`config.mk`:
```
export PLATFORM = sky130hd
export DESIGN_NAME = stream_video_tpg
export DESIGN_NICKNAME = d
export VERILOG_FILES = /design/src/rtl/video_pkg.sv /design/src/rtl/tpg_pixel_gen.sv /design/src/rtl/stream_video_tpg.sv
export SDC_FILE = /design/constraint.sdc
export NUM_CORES = 1
export LEC_CHECK = 0
export ABC_AREA = 1
export CORE_UTILIZATION = 55
export CTS_BUF_LIST = sky130_fd_sc_hd__clkbuf_16
export CTS_CLUSTER_DIAMETER = 100
export DETAILED_ROUTE_END_ITERATION = 8
export PLACE_DENSITY = 0.75
export SETUP_SLACK_MARGIN = 0.15
export SYNTH_ARGS = -nofsm -noshare
export SYNTH_HDL_FRONTEND = slang
export SYNTH_SLANG_ARGS = --single-unit
```
`constraint.sdc`:
```
create_clock -name clk -period 2.7 [get_ports clk]
set_input_delay 0.81 -clock clk [delete_from_list [all_inputs] [get_ports clk]]
set_output_delay 0.81 -clock clk [all_outputs]
set_load 0.05 [all_outputs]
```
`src/rtl/video_pkg.sv`:
```
// Shared video-stream definitions: pixel layout, pattern codes, colour-bar table
// and test-pattern-generator state encodings.
package video_pkg;

  localparam int PIX_W   = 24;
  localparam int CH_W    = 8;
  localparam int CH0_LSB = 0;
  localparam int CH1_LSB = 8;
  localparam int CH2_LSB = 16;

  localparam logic [1:0] PAT_COORD   = 2'd0;
  localparam logic [1:0] PAT_RAMP    = 2'd1;
  localparam logic [1:0] PAT_BARS    = 2'd2;
  localparam logic [1:0] PAT_CHECKER = 2'd3;

  localparam logic [PIX_W-1:0] BAR_COLORS [8] = '{
    24'hFFFFFF, 24'hFFFF00, 24'h00FFFF, 24'h00FF00,
    24'hFF00FF, 24'hFF0000, 24'h0000FF, 24'h000000
  };

  typedef enum logic [1:0] {
    ST_IDLE   = 2'd0,
    ST_ACTIVE = 2'd1,
    ST_HGAP   = 2'd2,
    ST_VGAP   = 2'd3
  } tpg_state_e;

  // First column whose bar index reaches k, i.e. ceil(k*width/8); elaboration-time only.
  function automatic int bar_threshold(input int k, input int width);
    return (k * width + 7) / 8;
  endfunction

endpackage

```
`src/rtl/tpg_pixel_gen.sv`:
```
// Registered pixel function of (col, line, frame, pattern); loads only when the
// next beat is committed so the output stays stable under backpressure.
module tpg_pixel_gen
  import video_pkg::*;
#(
  parameter int IMG_WIDTH  = 20,
  parameter int CHECK_LOG2 = 2
) (
  input  logic             clk,
  input  logic             reset,
  input  logic             i_load,
  input  logic [7:0]       i_col,
  input  logic [7:0]       i_line,
  input  logic [7:0]       i_frame,
  input  logic [1:0]       i_pat,
  output logic [PIX_W-1:0] o_pix
);

  logic [2:0]       w_bar_idx;
  logic             w_chk_bit;
  logic [PIX_W-1:0] w_pix;
  logic [PIX_W-1:0] r_pix;

  // Bar index = (col*8)/IMG_WIDTH via constant thresholds; the last threshold passed wins
  always_comb begin
    w_bar_idx = 3'd0;
    for (int k = 1; k < 8; k++) begin
      if (i_col >= 8'(bar_threshold(k, IMG_WIDTH))) begin
        w_bar_idx = 3'(k);
      end else begin
        w_bar_idx = w_bar_idx;
      end
    end
  end

  assign w_chk_bit = i_col[CHECK_LOG2] ^ i_line[CHECK_LOG2] ^ i_frame[0];

  // Pattern multiplexer
  always_comb begin
    w_pix = {PIX_W{1'b0}};
    case (i_pat)
      PAT_COORD: begin
        w_pix[CH2_LSB +: CH_W] = i_frame;
        w_pix[CH1_LSB +: CH_W] = i_line;
        w_pix[CH0_LSB +: CH_W] = i_col;
      end
      PAT_RAMP: begin
        w_pix[CH2_LSB +: CH_W] = i_col;
        w_pix[CH1_LSB +: CH_W] = i_col;
        w_pix[CH0_LSB +: CH_W] = i_col;
      end
      PAT_BARS:    w_pix = BAR_COLORS[w_bar_idx];
      PAT_CHECKER: w_pix = w_chk_bit ? {PIX_W{1'b1}} : {PIX_W{1'b0}};
      default:     w_pix = {PIX_W{1'b0}};
    endcase
  end

  // Pixel register
  always_ff @(posedge clk) begin
    if (!reset) begin
      r_pix <= {PIX_W{1'b0}};
    end else if (i_load) begin
      r_pix <= w_pix;
    end
  end

  assign o_pix = r_pix;

endmodule

```
`src/rtl/stream_video_tpg.sv`:
```
// AXI4-Stream video test pattern generator: whole frames with SOF on tuser, EOL on
// tlast, and programmable idle gaps after each line and each frame.
module stream_video_tpg
  import video_pkg::*;
#(
  parameter int IMG_WIDTH  = 20,
  parameter int IMG_HEIGHT = 16,
  parameter int H_GAP      = 2,
  parameter int V_GAP      = 4,
  parameter int CHECK_LOG2 = 2
) (
  input  logic             clk,
  input  logic             reset,
  input  logic             enable,
  input  logic [1:0]       pattern_sel,
  output logic [PIX_W-1:0] m_axis_video_tdata,
  output logic             m_axis_video_tvalid,
  input  logic             m_axis_video_tready,
  output logic             m_axis_video_tuser,
  output logic             m_axis_video_tlast,
  output logic [7:0]       frame_cnt,
  output logic             busy
);

  localparam int            GW        = 16;
  localparam int            GAP_TOT   = H_GAP + V_GAP;
  localparam logic [7:0]    COL_LAST  = 8'(IMG_WIDTH - 1);
  localparam logic [7:0]    LINE_LAST = 8'(IMG_HEIGHT - 1);
  localparam logic [GW-1:0] HGAP_LAST = GW'(H_GAP - 1);
  localparam logic [GW-1:0] VGAP_LAST = GW'(GAP_TOT - 1);

  tpg_state_e    r_state, w_state_nxt;
  logic [7:0]    r_col, w_col_nxt;
  logic [7:0]    r_line, w_line_nxt;
  logic [7:0]    r_frame_cnt, w_frame_nxt;
  logic [GW-1:0] r_gap, w_gap_nxt;
  logic [1:0]    r_pat, w_pat_nxt;
  logic          r_valid, w_valid_nxt;
  logic          r_user, w_user_nxt;
  logic          r_last, w_last_nxt;
  logic          r_busy;
  logic          w_load;
  logic          w_txf;

  assign w_txf = r_valid & m_axis_video_tready;

  // Next-state, counter and beat-launch logic; a new beat is loaded only after the previous one transferred
  always_comb begin
    w_state_nxt = r_state;
    w_col_nxt   = r_col;
    w_line_nxt  = r_line;
    w_frame_nxt = r_frame_cnt;
    w_gap_nxt   = r_gap;
    w_pat_nxt   = r_pat;
    w_valid_nxt = r_valid;
    w_user_nxt  = r_user;
    w_last_nxt  = r_last;
    w_load      = 1'b0;
    case (r_state)
      ST_IDLE: begin
        if (enable) begin
          w_state_nxt = ST_ACTIVE;
          w_pat_nxt   = pattern_sel;
          w_col_nxt   = 8'd0;
          w_line_nxt  = 8'd0;
          w_load      = 1'b1;
          w_valid_nxt = 1'b1;
          w_user_nxt  = 1'b1;
          w_last_nxt  = (COL_LAST == 8'd0);
        end else begin
          w_valid_nxt = 1'b0;
        end
      end
      ST_ACTIVE: begin
        if (!w_txf) begin
          w_valid_nxt = r_valid;
        end else if (r_col != COL_LAST) begin
          w_col_nxt  = r_col + 8'd1;
          w_load     = 1'b1;
          w_user_nxt = 1'b0;
          w_last_nxt = ((r_col + 8'd1) == COL_LAST);
        end else if (r_line != LINE_LAST) begin
          w_col_nxt  = 8'd0;
          w_line_nxt = r_line + 8'd1;
          w_load     = 1'b1;
          w_user_nxt = 1'b0;
          w_last_nxt = 1'b0;
          if (H_GAP > 0) begin
            w_state_nxt = ST_HGAP;
            w_valid_nxt = 1'b0;
            w_gap_nxt   = {GW{1'b0}};
          end else begin
            w_valid_nxt = 1'b1;
          end
        end else begin
          w_col_nxt   = 8'd0;
          w_line_nxt  = 8'd0;
          w_frame_nxt = r_frame_cnt + 8'd1;
          w_user_nxt  = 1'b0;
          w_last_nxt  = 1'b0;
          if (GAP_TOT > 0) begin
            w_state_nxt = ST_VGAP;
            w_valid_nxt = 1'b0;
            w_gap_nxt   = {GW{1'b0}};
          end else if (enable) begin
            // Zero-length frame gap: next SOF launches on the same edge
            w_pat_nxt   = pattern_sel;
            w_load      = 1'b1;
            w_user_nxt  = 1'b1;
            w_valid_nxt = 1'b1;
          end else begin
            w_state_nxt = ST_IDLE;
            w_valid_nxt = 1'b0;
          end
        end
      end
      ST_HGAP: begin
        if (r_gap == HGAP_LAST) begin
          w_state_nxt = ST_ACTIVE;
          w_valid_nxt = 1'b1;
          w_gap_nxt   = {GW{1'b0}};
        end else begin
          w_gap_nxt = r_gap + 16'd1;
        end
      end
      ST_VGAP: begin
        if (r_gap != VGAP_LAST) begin
          w_gap_nxt = r_gap + 16'd1;
        end else if (enable) begin
          w_gap_nxt   = {GW{1'b0}};
          w_state_nxt = ST_ACTIVE;
          w_pat_nxt   = pattern_sel;
          w_load      = 1'b1;
          w_valid_nxt = 1'b1;
          w_user_nxt  = 1'b1;
          w_last_nxt  = 1'b0;
        end else begin
          w_gap_nxt   = {GW{1'b0}};
          w_state_nxt = ST_IDLE;
          w_valid_nxt = 1'b0;
        end
      end
      default: begin
        w_state_nxt = ST_IDLE;
        w_valid_nxt = 1'b0;
      end
    endcase
  end

  // State, counters and registered stream outputs
  always_ff @(posedge clk) begin
    if (!reset) begin
      r_state     <= ST_IDLE;
      r_col       <= 8'd0;
      r_line      <= 8'd0;
      r_frame_cnt <= 8'd0;
      r_gap       <= {GW{1'b0}};
      r_pat       <= PAT_COORD;
      r_valid     <= 1'b0;
      r_user      <= 1'b0;
      r_last      <= 1'b0;
      r_busy      <= 1'b0;
    end else begin
      r_state     <= w_state_nxt;
      r_col       <= w_col_nxt;
      r_line      <= w_line_nxt;
      r_frame_cnt <= w_frame_nxt;
      r_gap       <= w_gap_nxt;
      r_pat       <= w_pat_nxt;
      r_valid     <= w_valid_nxt;
      r_user      <= w_user_nxt;
      r_last      <= w_last_nxt;
      r_busy      <= (w_state_nxt != ST_IDLE);
    end
  end

  tpg_pixel_gen #(
    .IMG_WIDTH  (IMG_WIDTH),
    .CHECK_LOG2 (CHECK_LOG2)
  ) u_pixel_gen (
    .clk     (clk),
    .reset   (reset),
    .i_load  (w_load),
    .i_col   (w_col_nxt),
    .i_line  (w_line_nxt),
    .i_frame (w_frame_nxt),
    .i_pat   (w_pat_nxt),
    .o_pix   (m_axis_video_tdata)
  );

  assign m_axis_video_tvalid = r_valid;
  assign m_axis_video_tuser  = r_user;
  assign m_axis_video_tlast  = r_last;
  assign frame_cnt           = r_frame_cnt;
  assign busy                = r_busy;

endmodule

```
==> out/metrics.yaml <==
status: "complete, no violations"
worst_hold_path_type: "register to register"
post-route-min-period_ps: 2446
crit_buf_inv: 1
synth_seq_cells: 72
holdPathEnd: "m_axis_video_tuser"
antenna_cells: 0
grt_pass1_wl_um: 18380
switchingPower_mw: 0.9459
tightest_slew_ps: 517.2
total_power_mw: 3.092
synth_top_cell_by_area: "dfxtp_1"
max_stage_delay_ps: 860
cts_hold_buf: 0
cp_cell_sequence: "clkdlybuf4s50_1"
fmax_ghz: 0.4088
root_buffer: "clkbuf_16"
io_pins: 42
grt_pass1_vias: 4119
setup_violations: 0
whs_ps: 459.4
routedWlPerCell_um: 13.25
final_area_mm2: 0.005575
drc_errors: 0
initial_utilization: 0.5664
power_density_mw_per_mm2: 554.6
min_period_over_period: 0.9060
grt_max_degree: 38
drtIter0Drc: 317
syn_nets: 688
core_area_mm2: 0.007687
clk_latency_ps: 330
ant_nets: 0
drive_gt1_frac: 0.1609
swShare: 0.3059
die_w_um: 90.98
cp-end-kind: "output pin"
gp_congestion: 0.9636
worstPathMaxFanout: 5
required_ps: 1890
r2r_end: "u_pixel_gen.o_pix[4]"
ys.warnings.count: 0
p_seq_frac: 0.370
start_kind: "register"
wl_um: 11390
hold_start: "m_axis_video_tuser"
peakVddDrop_mv: 0.3257
dp_hpwl_um: 8590
setup_tns_ps: 0
groute.usage.overall: 0.2768
path_delay_family: "buffers and inverters"
synth_area_mm2: 0.004354
cts_tree: "yes"
cp_slowest_cell: "clkdlybuf4s50_1"
clk_path_buf_depth: 2
vias: 4467
p_comb_frac: 0.215
nets: 769
syn_inst: 672
cts_buffers: 9
dieArea_mm2: 0.008276
clkPwrFrac: 0.415
overflow: 0
dp.cells: 840
rsz0062_at_grt: "yes"
htreeDepth: 3
area_growth_pct: 28.05
multiInputGateArea_mm2: 0.002549
placed_cell_area_mm2: 0.005125
port_buffers: 41
hold_viol_final: 0
slew_viol_final: 0
routed_via_density: 5.194
fin_skew_ps: 12.21
fill_cells: 634
ys_seq_area_frac: 0.3310
synth_area_leaders: "dfxtp_1 (33%), nand2_1 (12%), nor2_1 (11%)"
p_int_mw: 2.146
synth_top_area_share: 0.3310
slew-limit-headroom: 0.6541
seq_area_mm2: 0.001441
synth.distinct_cells: 46
r2r_start: "r_state[0]"
clk_pin_slew_worst_paths_ps: 60
drv_cap: 0
stdcell_count: 860
fp-row-count: 32
leakagePower_nw: 2.484
hold_path_depth: 2
antenna_found_initial: 0
cts.sinks: 72
die_h_um: 90.98
dr.pass1.iters: 5
r2r_cells: 17
crit_arrival_ps: 1640
syn_avg_cell_area_um2: 6.479
critPathKind: "register to output pin"
regToRegSetupSlack_ps: 360
## synthesized netlist by cell type (all sizes together)
cell	n
o21bai	5
a41oi	1
and3b	1
or2	4
nand2	163
o211ai	4
xnor2	2
nor4	1
dlygate4sd1	1
nor2	137
nand3	55
dfxtp	72
nor3b	1
xor2	4
nor3	9
inv	93
clkbuf	6
a21oi	26
o31ai	2
o22ai	1
a211oi	3
o21ai	44
a221oi	7
mux2i	1
clkinv	1
and3	2
nand4	6
buf	8
nand3b	1
ha	10
a31oi	1
## stage by stage
step | setup WS, ps | util
finish | 253.7 | 0.7253
global route | 116.8 | 0.7253
CTS | 160.0 | 0.7082
detailed placement | -172.1 | 0.6667
global placement | -161.2 | 0.6667
floorplan | 506.6 | -
## worst register-to-register path, stage by stage, from the launching register on
cell and delay (ps):
dfxtp_1 380, inv_1 130, ha_1 250, inv_1 140, nor2_2 70, nor2_4 120, nand2_4 110, nand2_2 100
nand2_4 80, buf_4 150, nand2_1 60, nor2_1 60, nor2_4 120, nand3_1 100, nand2_2 160, nand3_1 90
nand2_1 70, inv_1 50
## power by group through the flow
stage          Combinational [mW]  Clock, mW  Sequential [mW]
2_1_floorplan               0.294          0             1.32
4_1_cts                     0.643       1.29             1.14
3_3_place_gp                0.632          0             1.16
3_5_place_dp                0.638          0             1.17
6_report                    0.665       1.28             1.14
5_1_grt                     0.715       1.33             1.15
## cells in the final DEF (no fill, tap or decap), drive strengths merged
master | netlist | routed
nand2 | 163 | 163
nor2 | 137 | 137
inv | 93 | 94
dfxtp | 72 | 72
nand3 | 55 | 55
buf | 8 | 44
o21ai | 44 | 44
clkdlybuf4s50 | 0 | 40
a21oi | 26 | 26
ha | 10 | 10
nor3 | 9 | 9
clkbuf | 6 | 9
a221oi | 7 | 7
nand4 | 6 | 6
o21bai | 5 | 5
xor2 | 4 | 4
o211ai | 4 | 4
or2 | 4 | 4
a211oi | 3 | 3
clkinv | 1 | 3
o31ai | 2 | 2
xnor2 | 2 | 2
and3 | 2 | 2
bufinv | 0 | 2
clkinvlp | 0 | 2
nand3b | 1 | 1
o22ai | 1 | 1
mux2i | 1 | 1
nor4 | 1 | 1
nor3b | 1 | 1
a41oi | 1 | 1
a31oi | 1 | 1
and3b | 1 | 1
dlymetal6s2s | 0 | 1
## sequential cells by signal, indices dropped and copies added (netlist names)
name                 flops
u_pixel_gen.o_pix       24
r_gap                   16
frame_cnt                8
r_col                    8
r_line                   8
r_pat                    2
r_state                  2
busy                     1
m_axis_video_tlast       1
m_axis_video_tuser       1
m_axis_video_tvalid      1
## what timing repair did
action / 4_1_cts / 5_1_grt
buffers inserted: 0 / 4
setup endpoints to repair: 0 / 24
gates resized for setup: 0 / 30
## per-layer routing
metal / track usage / share of wire
met1: 0.3311 / 0.44
met2: 0.5000 / 0.50
met3: 0.04439 / 0.037
met4: 0.09524 / 0.017
met5: 0 / 0
## area by class of cell
type                            instances  share of cell area
Timing Repair Buffer                   85              0.1391
Clock buffer                            9             0.04039
Sequential cell                        72              0.2585
Multi-Input combinational cell        491              0.4571
Inverter                               94             0.06508
Tap cell                              102             0.02289
Clock inverter                          7             0.01683
## logic make-up (layout without fill, tap and decap cells)
logic type                 count (synthesis)  count (layout)  synth area share
buffers and inverters                    109             195            0.1040
and+or+nand+nor                          380             380            0.3931
AOI/OAI and AO/OA                         94              94            0.1287
adders and majority gates                 10              10           0.02874
xor gates and xnor gates                   6               6           0.01207
muxes                                      1               1          0.002299
DFF                                       72              72            0.3310
## worst max-delay path by stage
stage / startpoint / end / slack (ps) / cells past startpoint
after floorplan: m_axis_video_tready / u_pixel_gen.o_pix[19] / 510 / 13
after global placement: m_axis_video_tready / u_pixel_gen.o_pix[2] / -160 / 16
after detailed placement: m_axis_video_tready / u_pixel_gen.o_pix[4] / -170 / 16
after CTS: m_axis_video_tready / u_pixel_gen.o_pix[4] / 160 / 16
after global routing: enable / u_pixel_gen.o_pix[2] / 120 / 15
final: frame_cnt[5] / frame_cnt[5] / 250 / 1
(Power assumes the default switching activity.)
